**config.mk**
```make
export PLATFORM = sky130hd
export DESIGN_NAME = pixel_cache_ctrl
export DESIGN_NICKNAME = d
export VERILOG_FILES = /design/src/rtl/pixel_cache_pkg.sv /design/src/rtl/pixel_cache_ctrl.sv
export SDC_FILE = /design/constraint.sdc
export NUM_CORES = 1
export LEC_CHECK = 0
export CAP_MARGIN = 10
export CORE_ASPECT_RATIO = 1.1
export CORE_MARGIN = 5
export CORE_UTILIZATION = 57
export DETAILED_ROUTE_END_ITERATION = 12
export DONT_BUFFER_PORTS = 1
export PLACE_DENSITY = 0.79
export SLEW_MARGIN = 20
export SYNTH_ARGS = -nofsm -noshare
export SYNTH_HDL_FRONTEND = slang
export SYNTH_SLANG_ARGS = --single-unit
export TNS_END_PERCENT = 1
```
**constraint.sdc**
```tcl
create_clock -name clk -period 1.9 [get_ports clk]
set_input_delay 0.38 -clock clk [delete_from_list [all_inputs] [get_ports clk]]
set_output_delay 0.38 -clock clk [all_outputs]
set_load 0.005 [all_outputs]
```
**src/rtl/pixel_cache_pkg.sv**
```systemverilog
// Shared types and helpers for the bit-plane pixel cache sequencer.
// Holds the FSM state encoding, bpp mode codes and planar address helpers.
package pixel_cache_pkg;

  typedef enum logic [2:0] {
    ST_IDLE,
    ST_LOAD,
    ST_FL_RD,
    ST_FL_MERGE,
    ST_FL_WR,
    ST_FL_NEXT
  } state_t;

  localparam logic [1:0] BPP_2 = 2'd0;
  localparam logic [1:0] BPP_4 = 2'd1;
  localparam logic [1:0] BPP_8 = 2'd3;

  // SNES planar layout: plane pairs interleave bytewise, pairs sit 16 bytes apart.
  function automatic logic [5:0] plane_offset(input logic [2:0] p);
    return {p[2:1], 4'b0000} + {5'b00000, p[0]};
  endfunction

  // Reserved mode 2 behaves as 4bpp.
  function automatic logic [3:0] plane_count(input logic [1:0] bpp);
    logic [3:0] n;
    case (bpp)
      BPP_2:   n = 4'd2;
      BPP_8:   n = 4'd8;
      default: n = 4'd4;
    endcase
    return n;
  endfunction

endpackage

```
**src/rtl/pixel_cache_ctrl.sv**
```systemverilog
// Sequencer for the 8-pixel bit-plane pixel cache: loads plotted pixels and
// flushes dirty rows to RAM one plane at a time, merging partial rows.
//
// state       | meaning
// ------------+-------------------------------------------------------------
// ST_IDLE     | waiting for plot_req / flush_req
// ST_LOAD     | one-cycle pixel load into the cache, plot_ack pulsed
// ST_FL_RD    | reading current plane from RAM (partial mask only)
// ST_FL_MERGE | ldram_n low: RAM data merged into non-dirty bits
// ST_FL_WR    | writing the current plane byte to RAM
// ST_FL_NEXT  | advance plane, or finish flush and clear dirty mask
module pixel_cache_ctrl
  import pixel_cache_pkg::*;
#(
  parameter int ADDR_W        = 17,
  parameter bit FLUSH_ON_FULL = 1'b1
) (
  input  logic              clk,
  input  logic              reset,
  input  logic              plot_req,
  input  logic [2:0]        plot_x,
  input  logic [7:0]        plot_color,
  input  logic [ADDR_W-1:0] plot_base,
  input  logic [1:0]        bpp_mode,
  input  logic              flush_req,
  output logic              plot_ack,
  output logic              busy,
  output logic              ldpix_n,
  output logic [7:0]        pix_sel,
  output logic [7:0]        col,
  output logic              ldram_n,
  output logic [2:0]        plane_sel,
  output logic              ram_req,
  output logic              ram_we,
  output logic [ADDR_W-1:0] ram_addr,
  input  logic              ram_ack
);

  state_t              r_state;
  logic [7:0]          r_dirty;
  logic [ADDR_W-1:0]   r_base;
  logic                r_pending;
  logic [2:0]          r_p;
  logic [3:0]          r_nplanes;
  logic                r_plot_ack;
  logic                r_ldpix_n;
  logic [7:0]          r_pix_sel;
  logic [7:0]          r_col;
  logic                r_ldram_n;
  logic                r_ram_req;
  logic                r_ram_we;
  logic [ADDR_W-1:0]   r_ram_addr;

  logic                w_full;
  logic                w_base_miss;
  logic                w_ram_done;
  logic                w_last_plane;
  logic [2:0]          w_next_p;
  logic [ADDR_W-1:0]   w_next_addr;
  logic [7:0]          w_col_onehot;

  assign w_full       = (r_dirty == 8'hFF);
  assign w_base_miss  = (r_dirty != 8'h00) && (plot_base != r_base);
  assign w_ram_done   = r_ram_req && ram_ack;
  assign w_next_p     = r_p + 3'd1;
  assign w_last_plane = ({1'b0, r_p} + 4'd1) == r_nplanes;
  assign w_next_addr  = r_base + ADDR_W'(plane_offset(w_next_p));
  assign w_col_onehot = 8'h80 >> plot_x;

  always_ff @(posedge clk) begin
    if (reset) begin
      r_state    <= ST_IDLE;
      r_dirty    <= 8'h00;
      r_base     <= '0;
      r_pending  <= 1'b0;
      r_p        <= 3'd0;
      r_nplanes  <= 4'd0;
      r_plot_ack <= 1'b0;
      r_ldpix_n  <= 1'b1;
      r_pix_sel  <= 8'h00;
      r_col      <= 8'h00;
      r_ldram_n  <= 1'b1;
      r_ram_req  <= 1'b0;
      r_ram_we   <= 1'b0;
      r_ram_addr <= '0;
    end else begin
      case (r_state)
        ST_IDLE: begin
          // A plot to a different row must flush the cached row first.
          if ((flush_req && r_dirty != 8'h00) || (plot_req && w_base_miss)) begin
            r_pending  <= plot_req;
            r_nplanes  <= plane_count(bpp_mode);
            r_p        <= 3'd0;
            r_ram_req  <= 1'b1;
            r_ram_we   <= w_full;
            r_ram_addr <= r_base;
            r_state    <= w_full ? ST_FL_WR : ST_FL_RD;
          end else if (plot_req) begin
            r_pending  <= 1'b0;
            r_plot_ack <= 1'b1;
            r_ldpix_n  <= 1'b0;
            r_pix_sel  <= w_col_onehot;
            r_col      <= plot_color;
            r_dirty    <= r_dirty | w_col_onehot;
            r_base     <= plot_base;
            r_state    <= ST_LOAD;
          end
        end

        ST_LOAD: begin
          r_plot_ack <= 1'b0;
          r_ldpix_n  <= 1'b1;
          r_pix_sel  <= 8'h00;
          r_col      <= 8'h00;
          if (FLUSH_ON_FULL && w_full) begin
            r_nplanes  <= plane_count(bpp_mode);
            r_p        <= 3'd0;
            r_ram_req  <= 1'b1;
            r_ram_we   <= 1'b1;
            r_ram_addr <= r_base;
            r_state    <= ST_FL_WR;
          end else begin
            r_state <= ST_IDLE;
          end
        end

        ST_FL_RD: begin
          if (w_ram_done) begin
            r_ram_req <= 1'b0;
            r_ldram_n <= 1'b0;
            r_state   <= ST_FL_MERGE;
          end
        end

        ST_FL_MERGE: begin
          r_ldram_n <= 1'b1;
          r_ram_req <= 1'b1;
          r_ram_we  <= 1'b1;
          r_state   <= ST_FL_WR;
        end

        ST_FL_WR: begin
          if (w_ram_done) begin
            r_ram_req <= 1'b0;
            r_state   <= ST_FL_NEXT;
          end
        end

        ST_FL_NEXT: begin
          if (w_last_plane) begin
            r_dirty  <= 8'h00;
            r_p      <= 3'd0;
            r_ram_we <= 1'b0;
            r_state  <= ST_IDLE;
          end else begin
            r_p        <= w_next_p;
            r_ram_req  <= 1'b1;
            r_ram_we   <= w_full;
            r_ram_addr <= w_next_addr;
            r_state    <= w_full ? ST_FL_WR : ST_FL_RD;
          end
        end

        default: r_state <= ST_IDLE;
      endcase
    end
  end

  assign plot_ack  = r_plot_ack;
  assign busy      = (r_state != ST_IDLE) || r_pending;
  assign ldpix_n   = r_ldpix_n;
  assign pix_sel   = r_pix_sel;
  assign col       = r_col;
  assign ldram_n   = r_ldram_n;
  assign plane_sel = r_p;
  assign ram_req   = r_ram_req;
  assign ram_we    = r_ram_we;
  assign ram_addr  = r_ram_addr;

endmodule

```
==> flow_summary.toml <==
[placed_design]
port_buffers = 0
pre_cts_slack_ps = -268
gp_congestion = 0.975
dp_hpwl_um = 6890
placed_area_um2 = 4190
dp.cells = 520

[synth]
post_synth_num_cell_types = 56
ys_ff_latch = 73
netlist_area_um2 = 3670
yosysMostFrequentCell = "dfxtp_1"
yosys_most_used_dff = "dfxtp_1"
synth_edf_count = 0
synthesis.instances = 402
ys_seq_area_share_pct = 39.8
synth_common_cells = "dfxtp_1, nand2_1, a21oi_1"
post-synth-top-area-cell = "dfxtp_1"
syn_area_per_cell_um2 = 9.13
async_flop_share_pct = 0
synth_nets = 444
synth_top_area_share_pct = 39.8
yosys_warnings = 0
synth_area_leaders = "dfxtp_1, mux2i_1, nand2_1, a311oi_1, xnor2_1"

[final_layout]
final_cells = 535
areaGrowthSynthToFinish_pct = 24.6
nFillCells = 451
layout-drive-gt1-share_pct = 29.0
fin_util_pct = 73.4
antenna_cells = 0
multiInputGateArea_um2 = 2230
fin_nets = 495
finalInstanceArea_um2 = 4580
regArea_um2 = 1470

[cts]
h-tree-depth = 3
cts_tree = "built"
ctsRootBufferMaster = "clkbuf_8"
clock_path_buffers = 2
cts.sink_count = 73
numCtsBuffers = 9
insertion_delay_ps = 350
clk_pin_slew_worst_paths_ps = 70

[power_and_ir_drop]
ir_worst_vdd_v = 0.000918
p_leak_nw = 1.81
powerDensity_nw_per_um2 = 1280

[drt]
vias = 3373
routed_via_density = 6.30
remaining_drc_errors = 0
drtPass1Iterations = 7
wire_per_inst_um = 18.6
routed_wl_um = 9960
first_iter_violations = 217
ant_nets = 0

[critical_path]
r2r-end = "pix_sel[1]$_SDFFE_PP0P_"
crit_cells = 6
ff2ff_path_depth = 6
arrival_ps = 2290
cpLargestDelayFamily = "compound AO/OA/AOI/OAI gates"
worst_setup_path_end_kind = "register"
setup.worst_path.start = "r_dirty[1]$_SDFFE_PP0P_"
rr_startpoint = "r_dirty[1]$_SDFFE_PP0P_"
crit_chain = "or4_4 -> o21ai_2 -> a21oi_1 -> o41a_1 -> buf_4 -> a32o_1"
crit_fanout = 3
cp.buffers_inverters = 1
crit_required_ps = 2140
critPathKind = "register to register"
start_kind = "register"
cpPeakStageDelay_ps = 560
ff2ff_setup_slack_ps = -150
critPathSlowestCell = "or4_4"

[worst_hold_path]
hold-path-endpoint = "ram_addr[4]$_SDFFE_PP0P_"
whs_path_depth = 1
hp-class = "input pin to register"
hp-start = "reset"

[timing]
setup_viol = 49
rsz0062_at_grt = "yes"
final-max-slew-violation-count = 0
finalClockSkew_ps = 9.52
finalWorstSetupSlack_ps = -153
fin_crit_ps = 2050
period_share_pct = 108
hold_viol = 0
worst_pin_slew_ps = 494
maxSlewHeadroom_pct = 66.8
fmax_mhz = 487
whs_ps = 104

[global_routing]
grt_use_met3_pct = 9.04
overflow = 0
grt.met2_usage_pct = 40.1
grt_pass1_vias = 3293
grt_first_pass_wirelength_um = 15700
grt_usage_pct = 24.3
antenna_found_initial = 0
grt_max_degree = 37
top_usage_layer = "met2"
use_met1_pct = 28.7

[die]
die_area_um2 = 8150
core_um2 = 6230
die_width_um = 86.5
num_rows = 30
io_pins = 77
start_util_pct = 58.9
die-height_um = 94.2

[outcome]
status = "finished with violations"
failed_checks = "setup timing"

[run]
max_cap_viol_count = 0
worst reg2reg max path, delay by kind of cell, from the launching register on:
family | cells | cell delay (ps)
buffers and inverters | 1 | 190
and+or+nand+nor | 1 | 560
DFF | 1 | 310
AOI/OAI and AO/OA | 4 | 890
final cells by class:
| type | instances | share of cell area, % |
|---|---|---|
| tap | 80 | 2.19 |
| inverter | 15 | 1.23 |
| clock buffer | 13 | 3.69 |
| sequential | 73 | 32.2 |
| timing repair buffer | 66 | 12.0 |
| multi-input combinational | 288 | 48.8 |
flip-flops by register name, indices dropped and copies added, names as in the netlist:
register   count
ldram_n        1
plane_sel      3
plot_ack       1
r_dirty        8
r_nplanes      3
r_base        17
r_state        3
ram_req        1
ram_addr      17
r_pending      1
ram_we         1
pix_sel        8
ldpix_n        1
col            8
what timing repair did:
item,4_1_cts,5_1_grt
hold buffers,0,0
pin swaps,30,13
setup buffers,2,0
endpoints found under the setup margin,69,71
endpoints found under the hold margin,0,0
resized for setup,26,22
worst max-delay path by stage:
stage                                endpoint  slack, ps
floorplan           ram_addr[16]$_SDFFE_PP0P_       -160
global route        ram_addr[16]$_SDFFE_PP0P_       -250
finish                pix_sel[1]$_SDFFE_PP0P_       -150
CTS                   pix_sel[6]$_SDFFE_PP0P_       -150
global placement    ram_addr[16]$_SDFFE_PP0P_       -140
detailed placement   ram_addr[5]$_SDFFE_PP0P_       -270
placed cells by master (no fill, tap or decap), types with 6 or more instances in the layout:
| cell | netlist | routed |
|---|---|---|
| xnor2_2 | 1 | 6 |
| a311oi_1 | 19 | 17 |
| xor2_1 | 15 | 13 |
| o21ai_0 | 13 | 8 |
| a32o_1 | 10 | 10 |
| nand4_1 | 7 | 7 |
| and3_1 | 7 | 6 |
| dfxtp_2 | 0 | 8 |
| mux2i_1 | 19 | 19 |
| a22o_1 | 14 | 14 |
| nand2_1 | 46 | 46 |
| buf_4 | 1 | 59 |
| a21oi_1 | 27 | 27 |
| ha_1 | 7 | 6 |
| nor2_1 | 13 | 11 |
| xnor2_1 | 19 | 14 |
| inv_1 | 15 | 15 |
| clkbuf_8 | 0 | 12 |
| nand3_1 | 8 | 6 |
| dfxtp_1 | 73 | 65 |
where the power goes:
group | total (mW) | internal [mW] | leakage (nW) | switching [mW]
clock network | 1.10 | 0.561 | 0.0875 | 0.540
logic | 2.47 | 1.19 | 1.13 | 1.28
registers | 2.29 | 1.94 | 0.600 | 0.357
total | 5.86 | 3.69 | 1.81 | 2.18
logic make-up (layout without fill, tap and decap cells):
family                     after synthesis  count (layout)  share of synthesized area [%]
AOI/OAI and AO/OA                      116             116                           23.3
DFF                                     73              73                           39.8
xor gates and xnor gates                35              35                           8.56
and+or+nand+nor                        111             111                           16.1
buffers and inverters                   41              94                           4.67
muxes                                   19              19                           5.18
adders and majority gates                7               7                           2.39
routing by layer:
layer / routed length [um] / up-vias
met5: 0 / -
met1: 3950 / 1614
met2: 4920 / 133
li1: - / 1588
met3: 766 / 38
met4: 322 / 0
through the flow:
stage	total power [mW]	setup TNS, ps
finish	5.86	-4720
global route	6.20	-9030
CTS	5.75	-3970
detailed placement	4.54	-9990
global placement	4.44	-5190
floorplan	3.73	-1940
Power figures use the tool's default switching activity.
